<file path="src/rtl/bnn_pkg.sv">
// Shared constants and types for the binary MLP input path.
package bnn_pkg;

  localparam int IMG_PIXELS = 784;
  localparam int PIXEL_W    = 8;

  typedef enum logic {LD_FILL, LD_FULL} loader_state_t;

  function automatic int beats_per_frame(input int size, input int width);
    return size / width;
  endfunction

endpackage

</file>
<file path="src/rtl/bnn_binarizer.sv">
// Combinational pixel binarizer: a pixel is 1 when it reaches the threshold.
module bnn_binarizer
  import bnn_pkg::*;
#(
  parameter int PIXEL_WIDTH = PIXEL_W
) (
  input  logic [PIXEL_WIDTH-1:0] i_pixel,
  input  logic [PIXEL_WIDTH-1:0] i_threshold,
  output logic                   o_bit
);

  assign o_bit = (i_pixel >= i_threshold);

endmodule

</file>
<file path="src/rtl/bnn_input_loader.sv">
// Serial pixel stream to INPUT_SIZE-bit binary vector loader for the MLP layer.
// Define BNN_LOADER_PACKED_EN to accept PIXEL_WIDTH pre-binarized pixels per beat.
module bnn_input_loader
  import bnn_pkg::*;
#(
  parameter int INPUT_SIZE  = IMG_PIXELS,
  parameter int PIXEL_WIDTH = PIXEL_W,
  parameter int CNT_WIDTH   = $clog2(INPUT_SIZE)
) (
  input  logic                   clk,
  input  logic                   rst,
  input  logic [PIXEL_WIDTH-1:0] in_data,
  input  logic                   in_valid,
  input  logic                   in_last,
  output logic                   in_ready,
  input  logic [PIXEL_WIDTH-1:0] bin_threshold,
  output logic [INPUT_SIZE-1:0]  out_vector,
  output logic                   out_valid,
  input  logic                   out_ready,
  output logic                   frame_err
);

`ifdef BNN_LOADER_PACKED_EN
  localparam int BEATS = beats_per_frame(INPUT_SIZE, PIXEL_WIDTH);

  if (INPUT_SIZE % PIXEL_WIDTH != 0) begin : g_size_check
    $error("bnn_input_loader: INPUT_SIZE must be a multiple of PIXEL_WIDTH");
  end

  logic w_unused_threshold;
  assign w_unused_threshold = ^bin_threshold;
`else
  localparam int BEATS = beats_per_frame(INPUT_SIZE, 1);

  logic w_bit;

  bnn_binarizer #(
    .PIXEL_WIDTH(PIXEL_WIDTH)
  ) u_binarizer (
    .i_pixel    (in_data),
    .i_threshold(bin_threshold),
    .o_bit      (w_bit)
  );
`endif

  localparam logic [CNT_WIDTH-1:0] LAST_CNT = CNT_WIDTH'(BEATS - 1);

  loader_state_t         r_state;
  loader_state_t         w_next_state;
  logic [CNT_WIDTH-1:0]  r_count;
  logic [INPUT_SIZE-1:0] r_vector;
  logic                  r_frame_err;
  logic                  w_accept;
  logic                  w_at_last;
  logic                  w_frame_done;
  logic                  w_frame_bad;

  assign w_accept     = in_valid && in_ready;
  assign w_at_last    = (r_count == LAST_CNT);
  assign w_frame_done = w_accept && w_at_last && in_last;
  // in_last must coincide exactly with the final beat slot, otherwise the frame is dropped
  assign w_frame_bad  = w_accept && (w_at_last != in_last);

  always_ff @(posedge clk or posedge rst) begin
    if (rst) begin
      r_state <= LD_FILL;
    end else begin
      r_state <= w_next_state;
    end
  end

  always_comb begin
    w_next_state = r_state;
    case (r_state)
      LD_FILL: if (w_frame_done) w_next_state = LD_FULL;
      LD_FULL: if (out_ready)    w_next_state = LD_FILL;
      default: w_next_state = LD_FILL;
    endcase
  end

  always_comb begin
    in_ready  = (r_state == LD_FILL) && !rst;
    out_valid = (r_state == LD_FULL);
  end

  always_ff @(posedge clk or posedge rst) begin
    if (rst) begin
      r_count     <= '0;
      r_vector    <= '0;
      r_frame_err <= 1'b0;
    end else begin
      r_frame_err <= w_frame_bad;
      if (w_frame_bad || w_frame_done) begin
        r_count <= '0;
      end else if (w_accept) begin
        r_count <= r_count + 1'b1;
      end
      if (w_accept && !w_frame_bad) begin
`ifdef BNN_LOADER_PACKED_EN
        r_vector[r_count*PIXEL_WIDTH +: PIXEL_WIDTH] <= in_data;
`else
        r_vector[r_count] <= w_bit;
`endif
      end
    end
  end

  assign out_vector = r_vector;
  assign frame_err  = r_frame_err;

endmodule

</file>
<file path="config.mk">
export PLATFORM = sky130hd
export DESIGN_NAME = bnn_input_loader
export DESIGN_NICKNAME = d
export VERILOG_FILES = /design/src/rtl/bnn_pkg.sv /design/src/rtl/bnn_binarizer.sv /design/src/rtl/bnn_input_loader.sv
export SDC_FILE = /design/constraint.sdc
export NUM_CORES = 2
export LEC_CHECK = 0
export ABC_AREA = 1
export CORE_AREA = 8 8 307 309
export DETAILED_ROUTE_END_ITERATION = 12
export DIE_AREA = 0 0 315 317
export PLACE_DENSITY = 0.79
export SLEW_MARGIN = 25
export SYNTH_ARGS = -nofsm -noshare
export SYNTH_HDL_FRONTEND = slang
export SYNTH_SLANG_ARGS = --single-unit
export TNS_END_PERCENT = 100
</file>
<file path="constraint.sdc">
create_clock -name clk -period 40.7 [get_ports clk]
set_clock_uncertainty 0.15 [all_clocks]
set_input_delay 10.175 -clock clk [delete_from_list [all_inputs] [get_ports clk]]
set_output_delay 10.175 -clock clk [all_outputs]
set_load 0.02 [all_outputs]
</file>
==> results.yml <==
status:
  status: "complete, no violations"
clock_network:
  numCtsBuffers: 89
  cts_hold_buf: 0
  clock_path_buffers: 3
  cts_setup_buffers: 0
  path_clk_slew_ns: 0.06
  cts_sinks: 796
  tritoncts: "done"
  h-tree-depth: 3
  insertion_delay_ns: 0.67
  post_cts_resized: 0
  ctsRootBufferMaster: "clkbuf_16"
yosys:
  synth_simple_gate_area_frac: 0.422
  syn_area_sq_um: 38600
  seq_area_frac_synth: 0.517
  netlist_top_cells_area: "dfrtp_1 52%, nand2_1 24%, nand3_1 10%"
  yosysWarnings: 0
  synth_seq_cells: 796
  muxShareOfSynthArea: 0
  syn_inst: 5307
  syn_avg_cell_area_sq_um: 7.27
  yosysTopAreaCellShare: 0.517
  synth_cell_types: 28
  synth_top_family_by_area: "simple AND/OR/NAND/NOR gates"
  yosys.area.top_type: "dfrtp_1"
  synth-compound-area-share: 0.00169
  synth_fp_nets: 5340
  synth_xor_xnor_area_share: 0.000681
  synth_fa_ha_area_frac: 0.00389
placement:
  numPortBuffers: 807
  post-place-ws_ns: 18.81
  place.gp.congestion: 0.824
  dp_hpwl_um: 96600
power_and_ir_drop:
  powerDensity_nw_per_um2: 36.1
  power_mw: 1.81
  p_leak_nw: 23.2
  ir_drop_mv: 0.0335
sta:
  fin_tns_setup_ns: 0
  finalHoldViolCount: 0
  finalSetupViolations: 0
  rsz0062_at_grt: "false"
  finalCritPeriodShare: 0.537
  tightest_slew_ns: 1.10
  worst_slack_ns: 18.83
  slew_viol_final: 0
  relSlewSlack: 0.264
  fmax_mhz: 45.7
  min_period_ns: 21.87
  fin_hold_ws_ns: 0.317
global_route:
  grt_max_degree: 275
  grt_pass1_vias: 35500
  overflow: 0
  antenna_found_initial: 4
  grt_usage: 0.293
  grt_pass1_wl_um: 223000
detailed_routing:
  wl_per_cell_um: 21.7
  drt_first_pass_iters: 6
  vias: 38900
  ant_nets: 0
  drt_iter0_drc: 5009
  routed_wl_um: 154000
  drc: 0
  avgViaCountPerCell: 5.46
floorplanning:
  core_region_area_sq_um: 89300
  dieArea_sq_um: 99900
  die_x_um: 315
  std_cell_rows: 110
  floorplan.io_pins: 808
  die_h_um: 317
  start_util: 0.432
hold_path:
  holdPathStages: 2
  min_path_type: "flop to flop"
  hold_end: "out_vector[607]"
  worstHoldStart: "out_vector[607]"
cells_and_area:
  nNetsFinal: 5907
  regArea_sq_um: 19900
  layout_common_cells: "2401 x nand2_1, 808 x nor2_1, 807 x clkdlybuf4s50_1, 796 x dfrtp_1, 791 x nand3_1"
  syn2layout_area_growth_pct: 29.9
  final_common_cell: "nand2_1"
  multi_input_area_sq_um: 16600
  layout-drive-gt1-share: 0.0452
  filler_cell_count: 7771
critical_path:
  endpoint_kind: "output port"
  r2r-end: "out_vector[559]"
  ff2ff_path_depth: 11
  crit_path_start_kind: "primary input"
  worst_ep_required_time_ns: 30.38
  r2r_setup_slack_ns: 35.17
  path_max_fanout: 2
  rr_startpoint: "r_count[0]"
  setup.worst_path.class: "primary input to output port"
  crit_arrival_ns: 11.55
flow_run:
  drv_cap: 0
==> report_power, final <==
group | internal (mW) | total (mW) | switching, mW
registers | 0.797 | 0.801 | 0.00396
clock network | 0.503 | 0.858 | 0.355
logic | 0.0251 | 0.150 | 0.125
==> layer usage <==
metal  vias to the layer above  wire, um  GRT usage
li1                      17700         -          -
met1                     18600     56400      0.356
met2                      2069     69000      0.452
met3                       552     15000     0.0714
met4                         2     13800      0.223
met5                         -        13          0
==> cells in the mapped netlist <==
| library cell | number |
|---|---|
| clkinv_2 | 1 |
| nor2_1 | 808 |
| nor3_2 | 2 |
| inv_2 | 2 |
| nand4_1 | 4 |
| ha_1 | 12 |
| clkinv_1 | 1 |
| nand2_1 | 2433 |
| clkbuf_1 | 221 |
| o21ai_0 | 5 |
| buf_6 | 16 |
| nor2_2 | 1 |
| a21o_1 | 1 |
| xor2_1 | 3 |
| nor2_4 | 2 |
| buf_4 | 62 |
| buf_1 | 4 |
| nand4_2 | 1 |
| nand3_2 | 1 |
| buf_8 | 3 |
| o211ai_1 | 1 |
| nand2_2 | 4 |
| dfrtp_1 | 796 |
| nand3_1 | 792 |
| inv_1 | 29 |
| a21oi_1 | 5 |
| nor3_1 | 1 |
| buf_2 | 96 |
==> sequential cells by signal (all words and copies together) (netlist names) <==
signal	count
out_valid	1
frame_err	1
r_count	10
out_vector	784
==> critical path, stage by stage <==
cell and delay [ns]:
clkdlybuf4s50_1 0.53, nor2_2 0.21, clkdlybuf4s50_1 0.63
==> worst max-delay path by stage <==
stage / from / cells after the start / slack, ns / endpoint
3_3_place_gp: rst / 3 / 18.79 / in_ready
4_1_cts: rst / 3 / 18.81 / in_ready
2_1_floorplan: rst / 1 / 8.02 / frame_err
3_5_place_dp: rst / 3 / 18.81 / in_ready
5_1_grt: rst / 3 / 18.77 / in_ready
6_report: rst / 3 / 18.83 / in_ready
==> final cells by class <==
cell class / instances / area share
clock buffers: 132 / 0.0533
flip-flops and latches: 796 / 0.398
inverters: 33 / 0.00280
diodes: 1 / 0.0000500
clock inverters: 33 / 0.00927
repair buffers: 878 / 0.175
multi-input cells: 4076 / 0.332
well taps: 1176 / 0.0294
==> kinds of logic after synthesis <==
family          after synthesis
flops                       796
xor+xnor                      3
compound gates               12
fa+ha+maj                    12
simple gates               4049
buf+inv                     435
==> metrics by stage <==
| step | std cells | util | cell area, sq um |
|---|---|---|---|
| after CTS | 7120 | 0.559 | 49900 |
| after global placement | 6955 | 0.524 | 46800 |
| final | 7125 | 0.561 | 50100 |
| after floorplan | 5307 | - | 38600 |
| after global routing | 7124 | 0.561 | 50100 |
| after detailed placement | 6955 | 0.524 | 46800 |
(Power assumes the default switching activity.)
